## src/rtl/game_pkg.sv

```systemverilog
// Shared types and constants for the reaction-game round controller and scorer.
package game_pkg;

  typedef enum logic [1:0] {
    IDLE   = 2'd0,
    WAIT   = 2'd1,
    GO     = 2'd2,
    RESULT = 2'd3
  } round_state_t;

  typedef enum logic {
    PLAYER_1 = 1'b0,
    PLAYER_2 = 1'b1
  } player_idx_t;

  // Galois right-shift mask for x^32 + x^22 + x^2 + x + 1
  localparam logic [31:0] LFSR_POLY = 32'h8020_0003;

  function automatic logic [31:0] lfsr_step(input logic [31:0] v);
    return v[0] ? ((v >> 1) ^ LFSR_POLY) : (v >> 1);
  endfunction

endpackage

```

## src/rtl/btn_sync_edge.sv

```systemverilog
// Two-flop synchronizer for a raw button plus a one-cycle rising-edge pulse.
module btn_sync_edge (
  input  logic clock,
  input  logic reset,
  input  logic btn,
  output logic pulse
);

  logic s1, s2, s3;

  always_ff @(posedge clock or posedge reset) begin
    if (reset) begin
      s1 <= 1'b0;
      s2 <= 1'b0;
      s3 <= 1'b0;
    end else begin
      s1 <= btn;
      s2 <= s1;
      s3 <= s2;
    end
  end

  assign pulse = s2 & ~s3;

endmodule

```

## src/rtl/round_referee.sv

```systemverilog
// Round controller: random delay, GO, first-press arbitration, held win levels.
// Optional build macro FALSE_START_PENALTY_EN enables the false-start penalty in WAIT.
module round_referee
  import game_pkg::*;
#(
  parameter int          MIN_DELAY = 50_000_000,
  parameter int          RAND_BITS = 26,
  parameter int          TIMEOUT   = 100_000_000,
  parameter int          HOLD      = 25_000_000,
  parameter logic [31:0] LFSR_SEED = 32'hACE1_0001
) (
  input  logic       clock,
  input  logic       reset,
  input  logic       start_btn,
  input  logic       p1_btn,
  input  logic       p2_btn,
  input  logic       game_over,
  output logic       p1vic,
  output logic       p2vic,
  output logic       tie,
  output logic       go_led,
  output logic [1:0] state_dbg
);

  localparam int MAX_WAIT = MIN_DELAY + (1 << RAND_BITS);
  localparam int MAX_A    = (MAX_WAIT > TIMEOUT) ? MAX_WAIT : TIMEOUT;
  localparam int CNT_MAX  = (MAX_A > HOLD) ? MAX_A : HOLD;
  localparam int CNT_W    = $clog2(CNT_MAX + 1);

  // Loads are N-1: the zero check precedes the decrement, so each phase spans exactly N cycles.
  localparam logic [CNT_W-1:0] TIMEOUT_LOAD = CNT_W'(TIMEOUT - 1);
  localparam logic [CNT_W-1:0] HOLD_LOAD    = CNT_W'(HOLD - 1);
  localparam logic [CNT_W-1:0] CNT_ONE      = CNT_W'(1);

  logic start_p, p1_p, p2_p;

  btn_sync_edge u_sync_start (.clock(clock), .reset(reset), .btn(start_btn), .pulse(start_p));
  btn_sync_edge u_sync_p1    (.clock(clock), .reset(reset), .btn(p1_btn),    .pulse(p1_p));
  btn_sync_edge u_sync_p2    (.clock(clock), .reset(reset), .btn(p2_btn),    .pulse(p2_p));

  round_state_t     state, state_n;
  logic [CNT_W-1:0] cnt, cnt_n;
  logic [31:0]      lfsr;
  logic             p1_q, p2_q, tie_q, go_q;
  logic             p1_n, p2_n, tie_n, go_n;
  logic [CNT_W-1:0] wait_load;

  assign wait_load = CNT_W'(MIN_DELAY - 1) + CNT_W'(lfsr[RAND_BITS-1:0]);

  always_ff @(posedge clock or posedge reset) begin
    if (reset) begin
      state <= IDLE;
      cnt   <= '0;
      lfsr  <= LFSR_SEED;
      p1_q  <= 1'b0;
      p2_q  <= 1'b0;
      tie_q <= 1'b0;
      go_q  <= 1'b0;
    end else begin
      state <= state_n;
      cnt   <= cnt_n;
      lfsr  <= lfsr_step(lfsr);
      p1_q  <= p1_n;
      p2_q  <= p2_n;
      tie_q <= tie_n;
      go_q  <= go_n;
    end
  end

  always_comb begin
    state_n = state;
    cnt_n   = cnt;
    p1_n    = p1_q;
    p2_n    = p2_q;
    tie_n   = tie_q;
    case (state)
      IDLE: begin
        p1_n  = 1'b0;
        p2_n  = 1'b0;
        tie_n = 1'b0;
        if (start_p && !game_over) begin
          state_n = WAIT;
          cnt_n   = wait_load;
        end
      end
      WAIT: begin
        if (cnt == '0) begin
          state_n = GO;
          cnt_n   = TIMEOUT_LOAD;
        end else begin
          cnt_n = cnt - CNT_ONE;
        end
`ifdef FALSE_START_PENALTY_EN
        // A lone early press hands the round to the opponent; a joint one just restarts the delay.
        if (p1_p && p2_p) begin
          state_n = WAIT;
          cnt_n   = wait_load;
        end else if (p1_p) begin
          state_n = RESULT;
          cnt_n   = HOLD_LOAD;
          p2_n    = 1'b1;
        end else if (p2_p) begin
          state_n = RESULT;
          cnt_n   = HOLD_LOAD;
          p1_n    = 1'b1;
        end
`endif
      end
      GO: begin
        if (p1_p && p2_p) begin
          state_n = RESULT;
          cnt_n   = HOLD_LOAD;
          tie_n   = 1'b1;
        end else if (p1_p) begin
          state_n = RESULT;
          cnt_n   = HOLD_LOAD;
          p1_n    = 1'b1;
        end else if (p2_p) begin
          state_n = RESULT;
          cnt_n   = HOLD_LOAD;
          p2_n    = 1'b1;
        end else if (cnt == '0) begin
          state_n = IDLE;
        end else begin
          cnt_n = cnt - CNT_ONE;
        end
      end
      RESULT: begin
        if (cnt == '0) begin
          state_n = IDLE;
          p1_n    = 1'b0;
          p2_n    = 1'b0;
          tie_n   = 1'b0;
        end else begin
          cnt_n = cnt - CNT_ONE;
        end
      end
      default: state_n = IDLE;
    endcase
    go_n = (state_n == GO);
  end

  assign p1vic     = p1_q;
  assign p2vic     = p2_q;
  assign tie       = tie_q;
  assign go_led    = go_q;
  assign state_dbg = state;

endmodule

```

## config.mk

```make
export PLATFORM = sky130hd
export DESIGN_NAME = round_referee
export DESIGN_NICKNAME = d
export VERILOG_FILES = /design/src/rtl/game_pkg.sv /design/src/rtl/btn_sync_edge.sv /design/src/rtl/round_referee.sv
export SDC_FILE = /design/constraint.sdc
export NUM_CORES = 1
export LEC_CHECK = 0
export ABC_CLOCK_PERIOD_IN_PS = 6600
export BUFFER_PORTS_ARGS = -buffer_cell sky130_fd_sc_hd__buf_2
export CORE_AREA = 5 5 108 100
export CTS_BUF_LIST = sky130_fd_sc_hd__clkbuf_2 sky130_fd_sc_hd__clkbuf_4 sky130_fd_sc_hd__clkbuf_8
export CTS_CLUSTER_SIZE = 20
export DETAILED_ROUTE_END_ITERATION = 6
export DIE_AREA = 0 0 113 105
export GPL_TIMING_DRIVEN = 0
export PLACE_DENSITY = 0.69
export SYNTH_ARGS = -nofsm -noshare
export SYNTH_HDL_FRONTEND = slang
export SYNTH_SLANG_ARGS = --single-unit
export TNS_END_PERCENT = 20
```

## constraint.sdc

```tcl
create_clock -name clock -period 6.6 [get_ports clock]
set_input_delay 0.33 -clock clock [delete_from_list [all_inputs] [get_ports clock]]
set_output_delay 0.33 -clock clock [all_outputs]
set_load 0.01 [all_outputs]
```

### Word-level counts from Yosys, hierarchy flattened

Cells that the tools add are included.

* register bits: 74
* input port bits: 6
* output and inout port bits: 6
* logic and storage cells: 70

* $add $sub $neg: 2
* eq/ne operators: 11
* muxes and demuxes: 25
* bitwise logic cells: 7
* reduce and logical (&&, ||, !) cells: 9

Operators by type and width (number)
* two-way mux 27 bit: 6
* case mux 27 bit (4 select lines): 1
* two-way mux 32 bit: 1
* adder 26 x 26 -> 27 bit, first input constant: 1
* zero test 27 bit: 1
* subtractor 27 x 1 -> 27 bit, second input constant: 1
* inequality test 2 bit, second input constant: 7
* two-way mux 2 bit: 6
* case mux 1 bit (3 select lines): 3
* case mux 2 bit (4 select lines): 1
* two-way mux 1 bit: 7
* equality test 2 bit, second input constant: 3
* AND reduction 5 bit: 1
* NOT 3 -> 4 bit: 1
* AND reduction 4 bit: 1
* bitwise AND 1 bit: 3
* NOT 1 bit: 3
* AND reduction 3 bit: 1
* nonzero test 3 bit: 1
* equality test 2 x 1 -> 1 bit, second input constant: 1
* logical AND 1 bit: 2
* zero test 2 bit: 1
* zero test 1 bit: 1

### Longest topological paths before layout

Gate-level depths: netlist (run 1).

* depth after elaboration: 7
* depth in mapped cells: 11
* gate-level depth less buffers: 11

### By module

Synthesis (run 1) repeated with hierarchy kept, for this count alone.

* cell total of the unflattened synthesis: 441
* area, all modules: 4180.3 sq um

By module, submodules not included
* round_referee: times used 1, cells an instance 426, area an instance 3902.5 sq um, seq. area each 1637.8 sq um
* btn_sync_edge: times used 3, cells an instance 5, area an instance 92.6 sq um, seq. area each 75.1 sq um

### Worst setup path before layout (run 1)

No wires, ideal clock.

* path kind: reg-to-reg
* start: register cnt[9]
* end: register cnt[0]
* library setup time: 0.139 ns
* data arrival time: 2.242 ns
* required time: 6.461 ns
* path slack: 4.219 ns
* stages on the path, launching flop included: 11
* path buffers: 1
* period minus slack after synthesis: 2.381 ns
* path through: dfrtp_1 > nor4_1 > nand4_1 > clkbuf_1 > nor2_1 > inv_2 > ha_1 > o21ai_0 > o21ai_0 > o311ai_0 > o21ai_0

* word-level cells in the longest chain between the ends: 6
* elaborated cells on any way between the ends: 7
* those cells by class: mux (6); reduce/logical (1)

Ends and longest elaborated chain
* from (decl): RTL line round_referee.sv:42 `logic [CNT_W-1:0] cnt, cnt_n;`
* from (signal assigned): RTL line round_referee.sv:61 `cnt <= cnt_n;`
* zero test 27 bit *: RTL line round_referee.sv:87, round_referee.sv:122, round_referee.sv:129
* two-way mux 27 bit (4 in series)
* case mux 27 bit (4 select lines) *: RTL line round_referee.sv:76 `case (state)`

Mark *: on every way between the ends. The rest lies on a longest branch, timed or not.
A chain may end at the register's enable or synchronous reset.

### Worst setup path in the final report (run 1)

* start: register cnt[6]
* end: register cnt[0]

Same word-level chain as after synthesis.

==> results.sh, run 1 <==
export IMPL_status="finished with violations"
export IMPL_violations="design-rule violations"
export IMPL_p_leak_nw=1.865
export IMPL_nets=467
export IMPL_crit_arrival_ns=3.37
export IMPL_initial_core_util_pct=43.06
export IMPL_grt_max_degree=52
export IMPL_first_global_vias=3576
export IMPL_cts_buffers=9
export IMPL_fp_dieArea_sq_um=11870
export IMPL_first_pass_iters=7
export IMPL_maxCapViolCount=0
export IMPL_synth_cell_types=70
export IMPL_synth_cells=428
export IMPL_overflow=0
export IMPL_clk_pin_slew_ns=0.09
export IMPL_io_pins=12
export IMPL_port_buffers=11
export IMPL_min_path_type="in2reg"
export IMPL_synth_nets=443
export IMPL_relSlewSlack_pct=39.11
export IMPL_critPathLaunchType="register"
export IMPL_cts_buffer_depth=2
export IMPL_synth_avg_cell_area_sq_um=9.545
export IMPL_power_density_nw_per_um2=338.7
export IMPL_placeableCoreArea_sq_um=9487
export IMPL_final_hold_violation_count=0
export IMPL_synth_edf_count=0
export IMPL_clock_sinks=74
export IMPL_ant_nets=0
export IMPL_grt_setup_unrepaired="no"
export IMPL_setup_tns_ns=0
export IMPL_area_delta_synth_final_pct=10.41
export IMPL_routedWlPerCell_um=18.92
export IMPL_chipWidth_um=113
export IMPL_synth_warnings=0
export IMPL_final_min_clock_period_ns=3.148
export IMPL_synth_area_sq_um=4085
export IMPL_ys_async_sr_fraction_pct=100.0
export IMPL_max_freq_mhz=317.7
export IMPL_drt_wl_total_um=11030
export IMPL_avgViaCountPerCell=6.185
export IMPL_final_area_sq_um=4511
export IMPL_drtIter0Drc=423
export IMPL_antenna_found_initial=0
export IMPL_root_buffer="clkbuf_8"
export IMPL_critPathMaxFanout=10
export IMPL_report_final_slew_viol_count=0
export IMPL_vias=3606
export IMPL_worst_slew_pin_slew_ns=0.9134
export IMPL_diodes=0
export IMPL_h_tree_depth=3
export IMPL_die_y_um=105
export IMPL_ys_seq_elements=74
export IMPL_required_ns=6.82
export IMPL_end_kind="register"
export IMPL_drc=2
export IMPL_clock_skew_ns=0.01421
export IMPL_dp_hpwl_um=7781
export IMPL_seq_area_frac_synth_pct=45.60
export IMPL_final_cells=583
export IMPL_globalplace_congestion=0.9305
export IMPL_cts_tree="yes"
export IMPL_rows=34
export IMPL_max_vdd_ir_drop_mv=0.1541
export IMPL_grt_use_total_pct=19.29
export IMPL_synth_main_ff_cell="dfrtp_1"
export IMPL_worst_skew_pair_late_latency_ns=0.35
export IMPL_largest_reg_flops=32
export IMPL_drive_gt1_share_pct=12.04
export IMPL_dpl_cell_count=566
export IMPL_setup_violations_final=0
export IMPL_top_register="lfsr"
export IMPL_crit_type="reg2reg"
export IMPL_finalCritPeriodShare_pct=47.69
export IMPL_grt_pass1_wl_um=18290
export IMPL_post_cts_buffers=0
export IMPL_placed_area_sq_um=4328
cell usage after synthesis, types with 4 or more instances:
master    count  area (sq um)
o21ai_1       7         35.03
nor3b_1       4         30.03
dfstp_2       9         236.5
nor4_1        7         43.79
ha_1          9         112.6
nor2b_1       5         31.28
o22ai_1       7         43.79
xnor2_1      14         122.6
dfrtp_1      65          1627
a31oi_1       6         37.54
a21oi_1      36         180.2
nand3_1      13         65.06
nor3_1       16         80.08
and2_1        5         31.28
nand4_1      10         62.56
o21ai_0      17         85.08
a21o_1        5         37.54
clkbuf_1     15         56.30
nand2b_1      5         31.28
nand3b_1      4         30.03
xor2_1       13         113.9
nand2_1      22         82.58
nor2_1       43         161.4
o211ai_1      7         52.55
or3_1         7         43.79
inv_1        13         48.80
per-layer routing:
metal  up-vias  track usage (%)  wire length, um
met1      1754            27.60             5023
met5         -                0                0
met3        31            3.121              775
met2       187            28.93             4868
met4         0            8.155              361
li1       1634                -                -
stage by stage:
step	hold slack (ns)	total power [mW]	util (%)	setup slack, ns
floorplan	0.3312	1.018	-	4.219
global placement	0.3344	1.183	45.30	3.517
detailed placement	0.3278	1.194	45.62	3.584
CTS	0.06569	1.513	47.55	3.582
global route	0.07305	1.624	47.55	3.246
finish	0.07341	1.528	47.55	3.452
timing repair:
| action | CTS | global route |
|---|---|---|
| hold buffers | 1 | 0 |
| endpoints found under the hold margin | 23 | 0 |
| gates resized for setup | 0 | 0 |
power breakdown:
group          total [mW]  internal (mW)  switching [mW]
registers           0.636          0.527           0.109
clock network       0.317          0.141           0.177
logic               0.574          0.213           0.361
total                1.53          0.881           0.647
path summary, 6_finish.rpt:
check / start / endpoint / slack [ns] / cells past startpoint
max: cnt[6]$_DFFE_PP0P_ / cnt[0]$_DFFE_PP0P_ / 3.45 / 10
max in group asynchronous: reset / lfsr[21]$_DFF_PP1_ / 5.49 / 4
min reg2reg: lfsr[27]$_DFF_PP1_ / lfsr[26]$_DFF_PP1_ / 0.36 / 0
min: start_btn / u_sync_start.s1$_DFF_PP0_ / 0.07 / 1
max reg2reg: cnt[6]$_DFFE_PP0P_ / cnt[0]$_DFFE_PP0P_ / 3.45 / 10
min in group asynchronous: reset / state_dbg[0]$_DFF_PP0_ / 0.49 / 3
critical path, stage by stage, from the launching register on:
cell      delay [ns]
dfrtp_1         0.45
nor3_1          0.49
nand4_1         0.26
clkbuf_1        0.30
nor2_1          0.40
inv_2           0.18
ha_1            0.31
o21ai_0         0.07
o21ai_0         0.10
o311ai_0        0.31
o21ai_0         0.15
kinds of logic after synthesis:
| family | after synthesis | synth area share [%] |
|---|---|---|
| AND/OR/NAND/NOR | 158 | 21.16 |
| AO/OA/AOI/OAI | 127 | 21.10 |
| flip-flops | 74 | 45.60 |
| buffers and inverters | 31 | 3.063 |
| XOR/XNOR | 27 | 5.789 |
| adder cells (fa/ha/maj) | 9 | 2.757 |
| multiplexers | 2 | 0.5207 |
area by class of cell:
type / instances / area, sq um
Sequential cell: 74 / 1863
Inverter: 14 / 55.05
Buffer: 17 / 72.57
Fill cell: 876 / 4976
Clock inverter: 6 / 41.29
Timing Repair Buffer: 13 / 92.59
Multi-Input combinational cell: 323 / 2097
Tap cell: 126 / 157.7
Clock buffer: 10 / 131.4
cell usage in the layout (no fill, tap or decap), drive strengths merged, types with 13 or more instances in the layout:
cell and n:
xnor2 14, xor2 13, dfrtp 65, clkbuf 25
inv 15, nor3 17, a21oi 36, nand3 13
o21ai 24, nand2 22, nor2 43, buf 14
No activity file was read; power rests on OpenSTA's default activity.
==> run 2: changes to the inputs <==
--- a/config.mk
+++ b/config.mk
@@ -5,7 +5,7 @@
 export SDC_FILE = /design/constraint.sdc
 export NUM_CORES = 1
 export LEC_CHECK = 0
-export ABC_CLOCK_PERIOD_IN_PS = 6600
+export ABC_CLOCK_PERIOD_IN_PS = 3100
 export BUFFER_PORTS_ARGS = -buffer_cell sky130_fd_sc_hd__buf_2
 export CORE_AREA = 5 5 108 100
 export CTS_BUF_LIST = sky130_fd_sc_hd__clkbuf_2 sky130_fd_sc_hd__clkbuf_4 sky130_fd_sc_hd__clkbuf_8
==> constraint.sdc (replaced) <==
create_clock -name clock -period 3.1 [get_ports clock]
set_input_delay 0.155 -clock clock [delete_from_list [all_inputs] [get_ports clock]]
set_output_delay 0.155 -clock clock [all_outputs]
set_load 0.01 [all_outputs]
==> results.sh, run 2 (synthesized netlist as in run 1, its figures left out) <==
export IMPL_end_kind="register"
export IMPL_p_total_mw=3.275
export IMPL_post_cts_buffers=0
export IMPL_setup_violations_final=0
export IMPL_power_density_nw_per_um2=719.1
export IMPL_placeableCoreArea_sq_um=9487
export IMPL_final_min_clock_period_ns=2.897
export IMPL_most_common_layout_cells="dfrtp_1 (65), nor2_1 (42), a21oi_1 (36), nand2_1 (22), o21ai_0 (17)"
export IMPL_cts_tree="yes"
export IMPL_drtIter0Drc=411
export IMPL_ff_latch_area_sq_um=1863
export IMPL_top_usage_layer="met2"
export IMPL_largest_reg_flops=32
export IMPL_globalplace_congestion=0.9305
export IMPL_grt_setup_unrepaired="no"
export IMPL_grt_pass1_wl_um=18390
export IMPL_grt_use_total_pct=19.40
export IMPL_swShare_pct=42.53
export IMPL_ant_nets=0
export IMPL_worst_skew_pair_late_latency_ns=0.36
export IMPL_timing_rr_start="cnt[17]$_DFFE_PP0P_"
export IMPL_overflow=0
export IMPL_diodes=0
export IMPL_first_pass_iters=5
export IMPL_drc=0
export IMPL_io_pins=12
export IMPL_multi_input_area_sq_um=2111
export IMPL_cts_buffer_depth=2
export IMPL_dp_hpwl_um=7781
export IMPL_rows=34
export IMPL_vias=3603
export IMPL_met2_usage_pct=29.19
export IMPL_clk_pin_slew_ns=0.09
export IMPL_worst_slew_pin_slew_ns=0.8804
export IMPL_required_ns=3.33
export IMPL_max_vdd_ir_drop_mv=0.3310
export IMPL_antenna_found_initial=0
export IMPL_max_freq_mhz=345.2
export IMPL_crit_type="reg2reg"
export IMPL_critPathMaxFanout=10
export IMPL_status="complete, no violations"
export IMPL_first_global_vias=3592
export IMPL_drive_gt1_share_pct=12.61
export IMPL_seqPwrFrac_pct=41.6
export IMPL_combPwrFrac_pct=37.6
export IMPL_finalCritPeriodShare_pct=93.46
export IMPL_critPathLaunchType="register"
export IMPL_setup_tns_ns=0
export IMPL_report_final_slew_viol_count=0
export IMPL_relSlewSlack_pct=41.30
export IMPL_port_buffers=11
export IMPL_layout_commonest_cell="dfrtp_1"
export IMPL_use_met1_pct=27.71
export IMPL_drt_wl_total_um=11180
export IMPL_chipWidth_um=113
export IMPL_switching_power_mw=1.393
export IMPL_crit_arrival_ns=3.13
export IMPL_root_buffer="clkbuf_8"
export IMPL_fp_dieArea_sq_um=11870
export IMPL_min_path_type="in2async"
export IMPL_h_tree_depth=3
export IMPL_nets=470
export IMPL_area_delta_synth_final_pct=11.49
export IMPL_top_register="lfsr"
export IMPL_met3_usage_pct=3.121
export IMPL_routedWlPerCell_um=19.08
export IMPL_cp_startpoint="cnt[17]$_DFFE_PP0P_"
export IMPL_maxCapViolCount=0
export IMPL_avgViaCountPerCell=6.148
export IMPL_clockPowerShare_pct=20.8
export IMPL_die_y_um=105
export IMPL_intPower_mw=1.882
export IMPL_initial_core_util_pct=43.06
export IMPL_grt_max_degree=52
export IMPL_p_leak_nw=1.879
export IMPL_final_hold_violation_count=0
export IMPL_clock_skew_ns=0.01386
export IMPL_clock_sinks=74
export IMPL_n_fill_cell=871
export IMPL_cts_buffers=9
-- run 2: cell types whose count changed in the layout (fill, tap and decap cells not counted), sizes merged --
| cell | before | now |
|---|---|---|
| dlygate4sd3 | 1 | 4 |
-- run 2: cell type report --
class | count | area share [%]
repair buffers | 16 | 2.692
inverters | 14 | 1.209
well taps | 126 | 3.462
flip-flops and latches | 74 | 40.91
multi-input cells | 323 | 46.35
clock buffers | 10 | 2.885
plain buffers | 17 | 1.593
clock inverters | 6 | 0.9066
-- run 2: power groups by stage --
stage / registers [mW] / clock network, mW / logic, mW
after floorplan: 1.30 / 0 / 0.867
after global placement: 1.35 / 0 / 1.17
after detailed placement: 1.36 / 0 / 1.18
after CTS: 1.34 / 0.692 / 1.19
after global routing: 1.38 / 0.735 / 1.35
final: 1.36 / 0.681 / 1.23
-- run 2: worst paths after layout --
check	to	slack, ns	cells after the start
max	cnt[0]$_DFFE_PP0P_	0.20	10
max in group asynchronous	lfsr[21]$_DFF_PP1_	2.17	4
min in group clock	state_dbg[1]$_DFF_PP0_	0.31	4
min reg2reg	lfsr[26]$_DFF_PP1_	0.36	0
max reg2reg	cnt[0]$_DFFE_PP0P_	0.20	10
min	state_dbg[0]$_DFF_PP0_	0.31	3
-- run 2: repair_timing --
| item | 4_1_cts | 5_1_grt |
|---|---|---|
| endpoints found under the setup margin | 0 | 1 |
| hold buffers | 4 | 0 |
| gates resized for setup | 0 | 3 |
| hold endpoints to repair | 26 | 0 |
-- run 2: per-layer routing --
layer,vias to the layer above,part of all wire (%)
li1,1632,-
met5,-,0
met1,1760,45
met2,180,44
met4,0,3.3
met3,31,7.2
-- run 2: worst max-delay path, cell delays in order (launching register included) --
cell      delay, ns
dfrtp_1        0.44
nor3_1         0.41
nand4_1        0.26
clkbuf_1       0.31
nor2_2         0.30
inv_2          0.15
ha_1           0.29
o21ai_0        0.07
o21ai_0        0.09
o311ai_0       0.31
o21ai_0        0.15
-- run 2: metrics by stage --
step | util, % | worst slack (ns) | hold WS (ns) | cell area, sq um | std cells
3_5_place_dp | 45.62 | 0.08448 | 0.1528 | 4328 | 566
5_1_grt | 48.01 | 0.04894 | 0.3432 | 4554 | 586
2_1_floorplan | - | 0.7185 | 0.1864 | 4085 | 428
3_3_place_gp | 45.30 | 0.1774 | 0.2628 | 4298 | 565
4_1_cts | 47.86 | 0.08177 | 0.2959 | 4541 | 586
6_report | 48.01 | 0.2029 | 0.3070 | 4554 | 586
